`src/rtl/hilo_ctrl.sv`:
```
// HI/LO register controller: MTHI/MTLO, multi-cycle divide handshake and an
// optional single-cycle multiplier compiled in by defining HILO_MULT_EN.
module hilo_ctrl (
   input  logic        clock,
   input  logic        resetn,
   input  logic        op_valid,
   input  logic [2:0]  op,
   input  logic [31:0] rs_val,
   input  logic [31:0] rt_val,
   output logic        stall,
   output logic [31:0] hi,
   output logic [31:0] lo,
   output logic [31:0] div_a,
   output logic [31:0] div_b,
   output logic        div_start,
   output logic        div_signed,
   input  logic [31:0] div_q,
   input  logic [31:0] div_r,
   input  logic        div_busy,
   output logic        dz
);

   typedef enum logic [1:0] {
      S_IDLE,
      S_LAUNCH,
      S_ARM,
      S_WAIT
   } state_t;

   state_t state, state_nxt;

   logic is_div;
   logic idle_op;
   logic div_go;
   logic div_zero;
   logic mt_hi;
   logic mt_lo;
   logic capture;

   // resetn gates the decode so the combinational outputs read zero during reset
   always_comb begin
      is_div   = (op == 3'b000) || (op == 3'b001);
      idle_op  = (state == S_IDLE) && op_valid && resetn;
      div_go   = idle_op && is_div && (rt_val != '0);
      div_zero = idle_op && is_div && (rt_val == '0);
      mt_hi    = idle_op && (op == 3'b010);
      mt_lo    = idle_op && (op == 3'b011);
      capture  = (state == S_WAIT) && !div_busy;
   end

`ifdef HILO_MULT_EN
   logic        mult_go;
   logic [63:0] mul_a;
   logic [63:0] mul_b;
   logic [63:0] prod;

   // Low 64 bits of a 64x64 product of sign/zero-extended operands equal the
   // signed/unsigned 32x32 product, so one multiplier serves both MULT and MULTU.
   always_comb begin
      mult_go = idle_op && (op[2:1] == 2'b10);
      mul_a   = op[0] ? {32'b0, rs_val} : {{32{rs_val[31]}}, rs_val};
      mul_b   = op[0] ? {32'b0, rt_val} : {{32{rt_val[31]}}, rt_val};
      prod    = mul_a * mul_b;
   end
`endif

   always_comb begin
      state_nxt = state;
      case (state)
         S_IDLE:   if (div_go) state_nxt = S_LAUNCH;
         S_LAUNCH: state_nxt = S_ARM;
         S_ARM:    state_nxt = S_WAIT;
         S_WAIT:   if (!div_busy) state_nxt = S_IDLE;
         default:  state_nxt = S_IDLE;
      endcase
   end

   always_comb begin
      stall     = div_go
                | (state == S_LAUNCH)
                | (state == S_ARM)
                | ((state == S_WAIT) && div_busy);
      div_start = (state == S_LAUNCH);
      dz        = div_zero;
   end

   always_ff @(posedge clock or negedge resetn) begin
      if (!resetn) begin
         state <= S_IDLE;
      end else begin
         state <= state_nxt;
      end
   end

   always_ff @(posedge clock or negedge resetn) begin
      if (!resetn) begin
         div_a      <= '0;
         div_b      <= '0;
         div_signed <= 1'b0;
      end else if (div_go) begin
         div_a      <= rs_val;
         div_b      <= rt_val;
         div_signed <= (op == 3'b000);
      end
   end

   always_ff @(posedge clock or negedge resetn) begin
      if (!resetn) begin
         hi <= '0;
         lo <= '0;
      end else if (capture) begin
         hi <= div_r;
         lo <= div_q;
      end else if (mt_hi) begin
         hi <= rs_val;
      end else if (mt_lo) begin
         lo <= rs_val;
`ifdef HILO_MULT_EN
      end else if (mult_go) begin
         hi <= prod[63:32];
         lo <= prod[31:0];
`endif
      end
   end

endmodule

```
`config.mk`:
```
export PLATFORM = sky130hd
export DESIGN_NAME = hilo_ctrl
export DESIGN_NICKNAME = d
export VERILOG_FILES = /design/src/rtl/hilo_ctrl.sv
export SDC_FILE = /design/constraint.sdc
export NUM_CORES = 1
export LEC_CHECK = 0
export CORE_ASPECT_RATIO = 0.9
export CORE_MARGIN = 2
export CORE_UTILIZATION = 38
export CTS_BUF_LIST = sky130_fd_sc_hd__clkbuf_8
export CTS_CLUSTER_DIAMETER = 120
export DETAILED_ROUTE_END_ITERATION = 16
export HOLD_SLACK_MARGIN = 0.05
export PLACE_DENSITY = 0.77
export REMOVE_ABC_BUFFERS = 1
export SLEW_MARGIN = 20
export SYNTH_ARGS = -nofsm -noshare
export SYNTH_HDL_FRONTEND = slang
export SYNTH_SLANG_ARGS = --single-unit
```
`constraint.sdc`:
```
create_clock -name clock -period 1.9 [get_ports clock]
set_input_delay 0.38 -clock clock [delete_from_list [all_inputs] [get_ports clock]]
set_output_delay 0.38 -clock clock [all_outputs]
set_load 0.02 [all_outputs]
```
# Yosys cells after proc, flatten, opt, wreduce, memory -nomap -nowiden

Cells that the tools add are included.

Word-level logic and storage cells: 45
Flip-flop bits (word level): 131
Input port bits: 135
Output and inout port bits: 132

Eq/ne operators: 9
Bitwise gates (word level): 3
Muxes and demuxes: 8
Reduce and logical (&&, ||, !) cells: 19

Operators with widths:

| kind                                           | count |
|---|---|
| 2-to-1 mux 32 bit                              | 5 |
| logical NOT 32 bit                             | 1 |
| nonzero test 32 bit                            | 1 |
| logical AND 1 bit                              | 9 |
| case mux 2 bit (4 select lines)                | 1 |
| == test 3 x 2 -> 1 bit (second input constant) | 2 |
| == test 2 bit (second input constant)          | 2 |
| 2-to-1 mux 2 bit                               | 2 |
| != test 2 bit (second input constant)          | 2 |
| AND reduction 2 bit                            | 2 |
| nonzero test 2 bit                             | 2 |
| == test 3 x 1 -> 1 bit (second input constant) | 1 |
| logical NOT 3 bit                              | 1 |
| bitwise OR 1 bit                               | 3 |
| == test 2 x 1 -> 1 bit (second input constant) | 1 |
| logical NOT 2 bit                              | 1 |
| != test 2 x 1 -> 1 bit (second input constant) | 1 |
| logical NOT 1 bit                              | 1 |
| logical OR 1 bit                               | 1 |

# Logic depth before layout (Yosys ltp)

Depth in word-level cells: 8
Mapped depth: 8
Mapped depth without buffers: 6

# Least setup slack after synthesis

OpenSTA, ideal clock, no wires.

Path type: register to output
Start: register state[0]
End: output stall
Path slack: -0.090 ns
Cell stages (with the launch flop): 9
Data arrival time: 1.610 ns
Cell sequence: dfrtp_1 > inv_1 > ha_1 > nand4b_1 > nor2_1 > o21ai_1 > buf_4 > buf_6 > nand3_1

Longest elaborated chain between the ends: 8
Elaborated cells between the ends (all ways): 12
Those cells by class: eq/ne: 3; bitwise: 3; reduce/logical: 6

Ends and longest elaborated chain:

| what                           | line | source |
|---|---|---|
| start, declared                | 30   | `state_t state, state_nxt;` |
| start signal, assigned         | 91   | `state <= state_nxt;` |
| logical NOT 2 bit              | 43   | `idle_op = (state == S_IDLE) && op_valid && resetn;` |
| logical AND 1 bit (2 in a row) | 43   |  |
| logical AND 1 bit (2 in a row) | 44   | `div_go = idle_op && is_div && (rt_val != '0);` |
| bitwise OR 1 bit               | 80   | `\| (state == S_LAUNCH)` |
| bitwise OR 1 bit               | 81   | `\| (state == S_ARM)` |
| bitwise OR 1 bit *             | 82   | `\| ((state == S_WAIT) && div_busy);` |
| end, declared                  | 10   | `output logic stall,` |

Mark *: on every way between the ends. The rest lies on a longest branch, timed or not.

# Worst setup path in the final report

Start: register state[1]
End: output stall

The elaborated chain is that of the path after synthesis.

==> metrics.txt <==
port buffer count 266; Pwr Density 1500 mW/mm^2; Tmin final 2.09 ns; DP HPWL 12200 um; Root Buffer clkbuf_8; Fill cells 1039; max_cap viols 0; fmax 0.480 GHz; die width 132 um; Int Pwr 9.66 mW; Via Count 5025; P_sw 5.71 mW; combinational fraction of design power 0.543; synth-to-layout area growth 82.5%; ratio of cells with drive above 1 in the final layout 0.309; Design Area, Final 0.0103 mm^2; Final period util 1.10; Mapped Area 0.00563 mm^2; CTS tree done; status finished with violations; WHS Path Cells 2; Rows 42; final hold violation count 0; Final Power 15.4 mW; crit end category output pin; hold_sp rt_val[12]; CP Class flop to output pin; NumNets Final 940; IO Pins 267; synth warn 0; post-synthesis register bit count 131; core area 0.0146 mm^2; Data arrival, critical path 1.71 ns; Hold Path Class primary input to flop; initial core utilization 0.385; global-route wire length before repair 26500 um; Initial DRT Pass Iterations 4; GRT overflow 0; clock tree buffer depth 2; sequential area share after synthesis 0.582; Post-Route WL 19900 um; post-DR vias/cell 4.97; largest net degree at the start of global routing 58; drt drc 0; worst r2r dst lo[23]$_DFFE_PN0P_; Crit Reg-Reg Startpoint state[1]$_DFFE_PN0P_; GRT Total Usage 0.216; routability cong. 0.822; Worst EP required 1.52 ns; CTS H-tree lvls 4; Setup crit start kind flop; count of cell types in the netlist 29; final core utilization 0.703; Clock transition at path regs 0.07 ns; Post-Place Cell Area 0.00889 mm^2; synthesized instance count 454; switching part of the total 0.371; syn avg cell area 12.4 um^2; Ant. Diodes 0; Leakage Power 4.65 nW; Initial DRC Count 206; CTS Sinks 131; Seq pwr share 0.308; Worst Reg-to-Reg Cells 11; Worst Tran Pin Value 0.763 ns; most frequent cells in the layout clkdlybuf4s50_1, dfrtp_1, mux2i_1; initial antenna violation count 0; setup violators final 62; Endpoint, Worst Hold div_b[12]$_DFFE_PN0P_; commonest non-fill, non-tap cell in the layout clkdlybuf4s50_1; Final WS setup -0.185 ns; critical path startpoint state[1]$_DFFE_PN0P_; CP max FO 2; clk_skew 0.0131 ns; R2R Setup Slk -0.10 ns; failing checks setup timing; TritonCTS Buffers 17; post-route ant nets 0; wire per inst 19.7 um; full die area 0.0158 mm^2; worst skew pair latency 0.44 ns; Slew Viols, Final 0; vias in the first global route 5097; Max transition margin 0.492; Worst IR Drop VDD 0.938 mV; Die Span Y 119 um; Clk pwr share 0.149; RSZ-0062 raised after global routing true
registers in the layout, summed over array words and instances, names as in the netlist:
| register | flops |
|---|---|
| hi | 32 |
| div_a | 32 |
| div_b | 32 |
| state | 2 |
| div_signed | 1 |
| lo | 32 |
per-layer routing:
| layer | GRT usage | vias up | part of all wire |
|---|---|---|---|
| li1 | - | 2310 | - |
| met1 | 0.247 | 2477 | 0.40 |
| met2 | 0.375 | 204 | 0.51 |
| met3 | 0.0724 | 34 | 0.068 |
| met4 | 0.0820 | 0 | 0.023 |
| met5 | 0 | - | 0 |
cell families after synthesis:
group	Yosys count	synth area share
AO/OA/AOI/OAI	74	0.0700
adder cells (fa/ha/maj)	5	0.0111
buffers and inverters	30	0.0269
flip-flops	131	0.582
multiplexers	129	0.244
AND/OR/NAND/NOR	85	0.0658
critical path, cell delays in order, from the launching register on:
cell and delay [ns]:
dfrtp_1 0.40, buf_4 0.14, buf_4 0.13, ha_1 0.19, nor2_1 0.19, nand3_2 0.10, buf_6 0.14
worst max-delay path by stage:
stage | endpoint | slack (ns) | cells after the start
global route | stall | -0.32 | 7
detailed placement | stall | -0.84 | 8
CTS | dz | -0.19 | 5
floorplan | lo[0]$_DFFE_PN0P_ | -6.33 | 5
finish | stall | -0.19 | 6
global placement | stall | -0.82 | 7
synthesized netlist by cell type:
| library cell | count | area [um^2] |
|---|---|---|
| o2bb2ai_1 | 1 | 8.76 |
| o21ai_0 | 65 | 325 |
| a31oi_1 | 2 | 12.5 |
| buf_2 | 10 | 50.1 |
| buf_6 | 3 | 33.8 |
| a21oi_1 | 1 | 5.00 |
| buf_4 | 1 | 7.51 |
| mux2_2 | 37 | 417 |
| nand2_1 | 65 | 244 |
| a211oi_1 | 1 | 7.51 |
| o2111a_1 | 1 | 11.3 |
| nor2_1 | 2 | 7.51 |
| a311oi_1 | 1 | 8.76 |
| nand4_1 | 2 | 12.5 |
| nand3_1 | 1 | 5.00 |
| ha_1 | 5 | 62.6 |
| mux2_1 | 28 | 315 |
| nor2b_1 | 1 | 6.26 |
| inv_1 | 4 | 15.0 |
| mux2i_1 | 64 | 641 |
| nand4b_1 | 1 | 8.76 |
| dfrtp_1 | 131 | 3280 |
| nor4_1 | 10 | 62.6 |
| and3_1 | 1 | 6.26 |
| and4b_1 | 1 | 10.0 |
| o21ai_1 | 1 | 5.00 |
| clkbuf_1 | 12 | 45.0 |
| o211a_1 | 1 | 10.0 |
| or4_1 | 1 | 7.51 |
power groups by stage:
stage | logic [mW] | registers (mW) | clock network, mW
2_1_floorplan | 1.83 | 6.17 | 0
3_3_place_gp | 6.92 | 4.63 | 0
3_5_place_dp | 7.04 | 4.72 | 0
4_1_cts | 7.15 | 4.68 | 2.33
5_1_grt | 8.79 | 4.88 | 2.47
6_report | 8.35 | 4.74 | 2.29
cell type report:
cell class	count	area [um^2]	share of cell area
clock inverters	13	119	0.0116
inverters	4	15.0	0.00146
multi-input cells	293	2540	0.247
repair buffers	353	3810	0.371
flip-flops and latches	131	3280	0.319
well taps	198	248	0.0241
clock buffers	19	262	0.0255
metrics by stage:
stage / std cells / hold WS [ns] / setup WS (ns) / setup TNS [ns]
floorplan: 428 / 0.0844 / -6.33 / -577.89
global placement: 934 / 0.426 / -0.819 / -46.29
detailed placement: 934 / 0.432 / -0.836 / -49.28
CTS: 975 / 0.276 / -0.189 / -0.361
global route: 1011 / 0.163 / -0.318 / -8.60
finish: 1011 / 0.184 / -0.185 / -3.01
what timing repair did:
action	4_1_cts	5_1_grt
pin swaps	16	9
cloned	2	23
gates resized for setup	72	188
endpoints found under the setup margin	70	100
endpoints found under the hold margin	24	0
buffers inserted	5	15
hold buffers	2	0
No activity file was read; power rests on OpenSTA's default activity.
==> RTL change 1, RTL diff (config.mk and constraints unchanged) <==
Register the input `div_r` before use, cleared by the reset. The logic sees it one clock later. The other inputs are not delayed to match.
--- a/src/rtl/hilo_ctrl.sv
+++ b/src/rtl/hilo_ctrl.sv
@@ -26,6 +26,16 @@
       S_ARM,
       S_WAIT
    } state_t;
+
+   logic [31:0] div_r_q;
+
+   always_ff @(posedge clock or negedge resetn) begin
+      if (!resetn) begin
+         div_r_q <= '0;
+      end else begin
+         div_r_q <= div_r;
+      end
+   end
 
    state_t state, state_nxt;
 
@@ -109,7 +119,7 @@
          hi <= '0;
          lo <= '0;
       end else if (capture) begin
-         hi <= div_r;
+         hi <= div_r_q;
          lo <= div_q;
       end else if (mt_hi) begin
          hi <= rs_val;
Check against the original RTL: not equivalent (a bounded check fails within 10 cycles, from zero or initial values and one cycle with resetn low).
==> RTL change 1 against the original RTL <==
The run still ends with setup timing left. Area after synthesis up 14%. Setup slack worse by 150 ps. Sequential cell count up 32. Clock power up 17%. Design area up 6.7%. Sequential share of layout area up 5.3 points. Via count up 4.6%. Wire length up 6.3%. Critical path depth unchanged. Core utilization down 4.8 points. Non-clock buffer count down 11. Total power up 5.2%. Critical path type unchanged. Highest routed layer unchanged.
==> RTL change 1: results <==
[place]
dpl_worst_slack_ps = -881.9
post_dp_cell_area_um2 = 9766
dpl.hpwl_um = 13010
gp_congestion = 0.8714
place.port_buffers = 266

[layout]
drive_gt1_frac = 0.2362
clk_share = 0.03857
n_all_inverters = 4
multi_input_area_um2 = 2469
fillCellCount = 1204
buf_share = 0.3388
fin_nets = 961
clkbuf_count = 18
n_all_buffers = 342
multi_input_cells = 293
seq_area_um2 = 4079

[sta]
tightest_slew_ps = 955.8
setup_tns_ps = -10720
setup_viol = 69
fin_ws_ps = -331.0
clock_skew_ps = 7.081

[route]
via_per_inst = 5.031
drt-total-wl_um = 21200
dr.first_iter.drc_count = 213

[synthesis]
synthDistinctLibCells = 27
async_flop_share = 1.000
yosys-top-cells-count = "163 x dfrtp_1, 65 x nand2_1, 65 x o21ai_0, 64 x mux2i_1, 37 x mux2_2"
synth_area_leaders = "dfrtp_1 63%, mux2i_1 10%, mux2_2 6.5%"
seq_area_frac_synth = 0.6336
ys_warn_count = 0

[setup_path]
slowest_delay_ps = 420
r2r_cells = 9
cp_top_family = "buffers and inverters"
cp.arrival_ps = 1850
path_max_fanout = 3
slowest_stage = "dfrtp_1"

[cts]
numClockSinks = 163
clkSlewWorstSetupHoldPaths_ps = 80
cts.repair.resized = 72
htree_levels = 4
clock_tree.buffer_depth = 2
cts_setup_buffers = 7
insertion_delay_ps = 440

[pwr]
powerClk_w = 0.00267
p_leak_nw = 4.956
peakVddDrop_mv = 0.7729
power_switching_w = 0.005859
pwr-share-seq = 0.336
power_density_nw_per_um2 = 1475

[run_status]
status = "finished, violations left"
violations = "setup timing"

[grt]
grt_max_degree = 164
grt_pass1_wl_um = 29680
grt_pass1_vias = 5626
grt_usage = 0.2133

[worst_hold_path]
hp-class = "in -> async"

[floorplanning]
rows = 45
RTL change 1: per-stage QoR:
| step | cells | util | hold WS (ps) |
|---|---|---|---|
| 3_5_place_dp | 978 | 0.5840 | 469.0 |
| 2_1_floorplan | 460 | - | 84.41 |
| 3_3_place_gp | 978 | 0.5840 | 461.6 |
| 4_1_cts | 1020 | 0.6226 | 227.9 |
| 5_1_grt | 1045 | 0.6557 | 207.1 |
| 6_report | 1045 | 0.6557 | 129.4 |
RTL change 1: worst register-to-register path, cell delays in order, from the launching register on:
cell	delay, ps
dfrtp_1	420
inv_2	110
ha_4	140
nand4b_1	210
nor2_2	250
o21ai_4	100
buf_6	140
clkbuf_16	170
buf_16	170
mux2_4	310
RTL change 1: worst paths after layout:
path	to	startpoint	slack (ps)
max in group asynchronous	state[0]$_DFFE_PN0P_	resetn	1000
setup / recovery	dz	state[0]$_DFFE_PN0P_	-330
hold / removal	div_signed$_DFFE_PN0P_	resetn	130
hold reg to reg	lo[27]$_DFFE_PN0P_	lo[27]$_DFFE_PN0P_	480
min in group clock	div_b[25]$_DFFE_PN0P_	rt_val[25]	250
setup reg to reg	div_a[11]$_DFFE_PN0P_	state[0]$_DFFE_PN0P_	-190
RTL change 1: layer usage:
metal | vias up | part of all wire | global-route usage
li1 | 2384 | - | -
met1 | 2608 | 0.40 | 0.2455
met2 | 221 | 0.51 | 0.3652
met3 | 44 | 0.067 | 0.06897
met4 | 0 | 0.029 | 0.09529
met5 | - | 0 | 0
RTL change 1: cells by family (layout without fill, tap and decap cells):
group / count (synthesis) / in the layout / synth area share
buffers and inverters: 30 / 378 / 0.02410
and+or+nand+nor: 85 / 85 / 0.05792
AOI/OAI and AO/OA: 74 / 74 / 0.06142
DFF: 163 / 163 / 0.6336
adders and majority gates: 5 / 5 / 0.009718
muxes: 129 / 129 / 0.2132
==> RTL change 2, RTL diff (config.mk and constraints unchanged) <==
Made on the original files. Encoding of `state_t`: now one-hot (4 bits for 4 states).
--- a/src/rtl/hilo_ctrl.sv
+++ b/src/rtl/hilo_ctrl.sv
@@ -20,11 +20,11 @@
    output logic        dz
 );
 
-   typedef enum logic [1:0] {
-      S_IDLE,
-      S_LAUNCH,
-      S_ARM,
-      S_WAIT
+   typedef enum logic [3:0] {
+      S_IDLE   = 4'b0001,
+      S_LAUNCH = 4'b0010,
+      S_ARM    = 4'b0100,
+      S_WAIT   = 4'b1000
    } state_t;
 
    state_t state, state_nxt;
Formal check against the unedited RTL: no difference found for any inputs over 4 cycles, from zero or initial values and one cycle with resetn low; so few cycles prove little.
==> RTL change 2 against the original RTL <==
The flow still finishes with violations (setup timing). First-iteration DRC count fell by 40%. Design area is 2.7% lower. Setup slack got worse by 190 ps. Maximum frequency shrank 8.2%. Clock skew shrank 4.8 ps. Wire length is 9.7% lower. Non-clock buffer count fell by 29. Sequential cell count rose by 2. Via count shrank 11%. Count of clock-buffer cells in the layout increased by 1. Area after synthesis increased by 3.9%. Largest cell class is now flip-flops and latches.
Power is not compared: it rests on default switching activity, and its combinational part moved more than twofold at a synthesized area within 25%.
==> RTL change 2: results <==
[run_status]
status = "finished, violations left"
violations = "setup timing"

[place]
dpl.hpwl_um = 11660
dpl_worst_slack_ps = -1151
gp_congestion = 0.8065

[route]
dr.first_iter.drc_count = 123
m1WireLength_um = 6981
wl_met3_um = 1200

[grt]
gr-usage-met3 = 0.06117
grt_max_degree = 66
grt_pass1_vias = 5030

[layout]
n_all_buffers = 324
drive_gt1_frac = 0.4586
seq_share = 0.3331
multi_input_cells = 221
clkbuf_count = 20

[setup_path]
slowest_stage = "dfstp_2"
cp.arrival_ps = 2590
slowest_delay_ps = 530

[sta]
fin_ws_ps = -371.6
setup_viol = 117
holdWs_ps = 206.4
clock_skew_ps = 8.307
tightest_slew_ps = 669.8

[synthesis]
synth_area_leaders = "dfrtp_1 56%, mux2_2 37%, buf_6 1.2%"
avgSynthCellArea_um2 = 15.52
synth_compound_area_frac = 0.006416
seq_area_frac_synth = 0.5691
synthDistinctLibCells = 22

[floorplanning]
die-area_um2 = 16410

[cts]
cts_hold_buf = 1
-- RTL change 2: worst paths after layout --
kind                                               to             startpoint
min in group asynchronous       div_b[12]$_DFFE_PN0P_                 resetn
worst max register to register     lo[20]$_DFFE_PN0P_   state[0]$_DFFE_PN1P_
max in group asynchronous          hi[13]$_DFFE_PN0P_                 resetn
worst max-delay path               lo[20]$_DFFE_PN0P_   state[0]$_DFFE_PN1P_
worst min-delay path            div_b[19]$_DFFE_PN0P_             rt_val[19]
worst min register to register  div_a[20]$_DFFE_PN0P_  div_a[20]$_DFFE_PN0P_
-- RTL change 2: critical path, delay by kind of cell, from the launching register on --
family / cells / cell delay, ps
buf+inv: 3 / 540
flops: 1 / 530
simple gates: 2 / 510
mux: 1 / 360
compound gates: 1 / 210
-- RTL change 2: report_power, final --
group | internal, W | switching, W | total [W]
clock | 0.00138 | 0.00106 | 0.00243
combinational | 0.00195 | 0.00149 | 0.00344
sequential | 0.00346 | 0.000342 | 0.00380
total | 0.00678 | 0.00289 | 0.00967
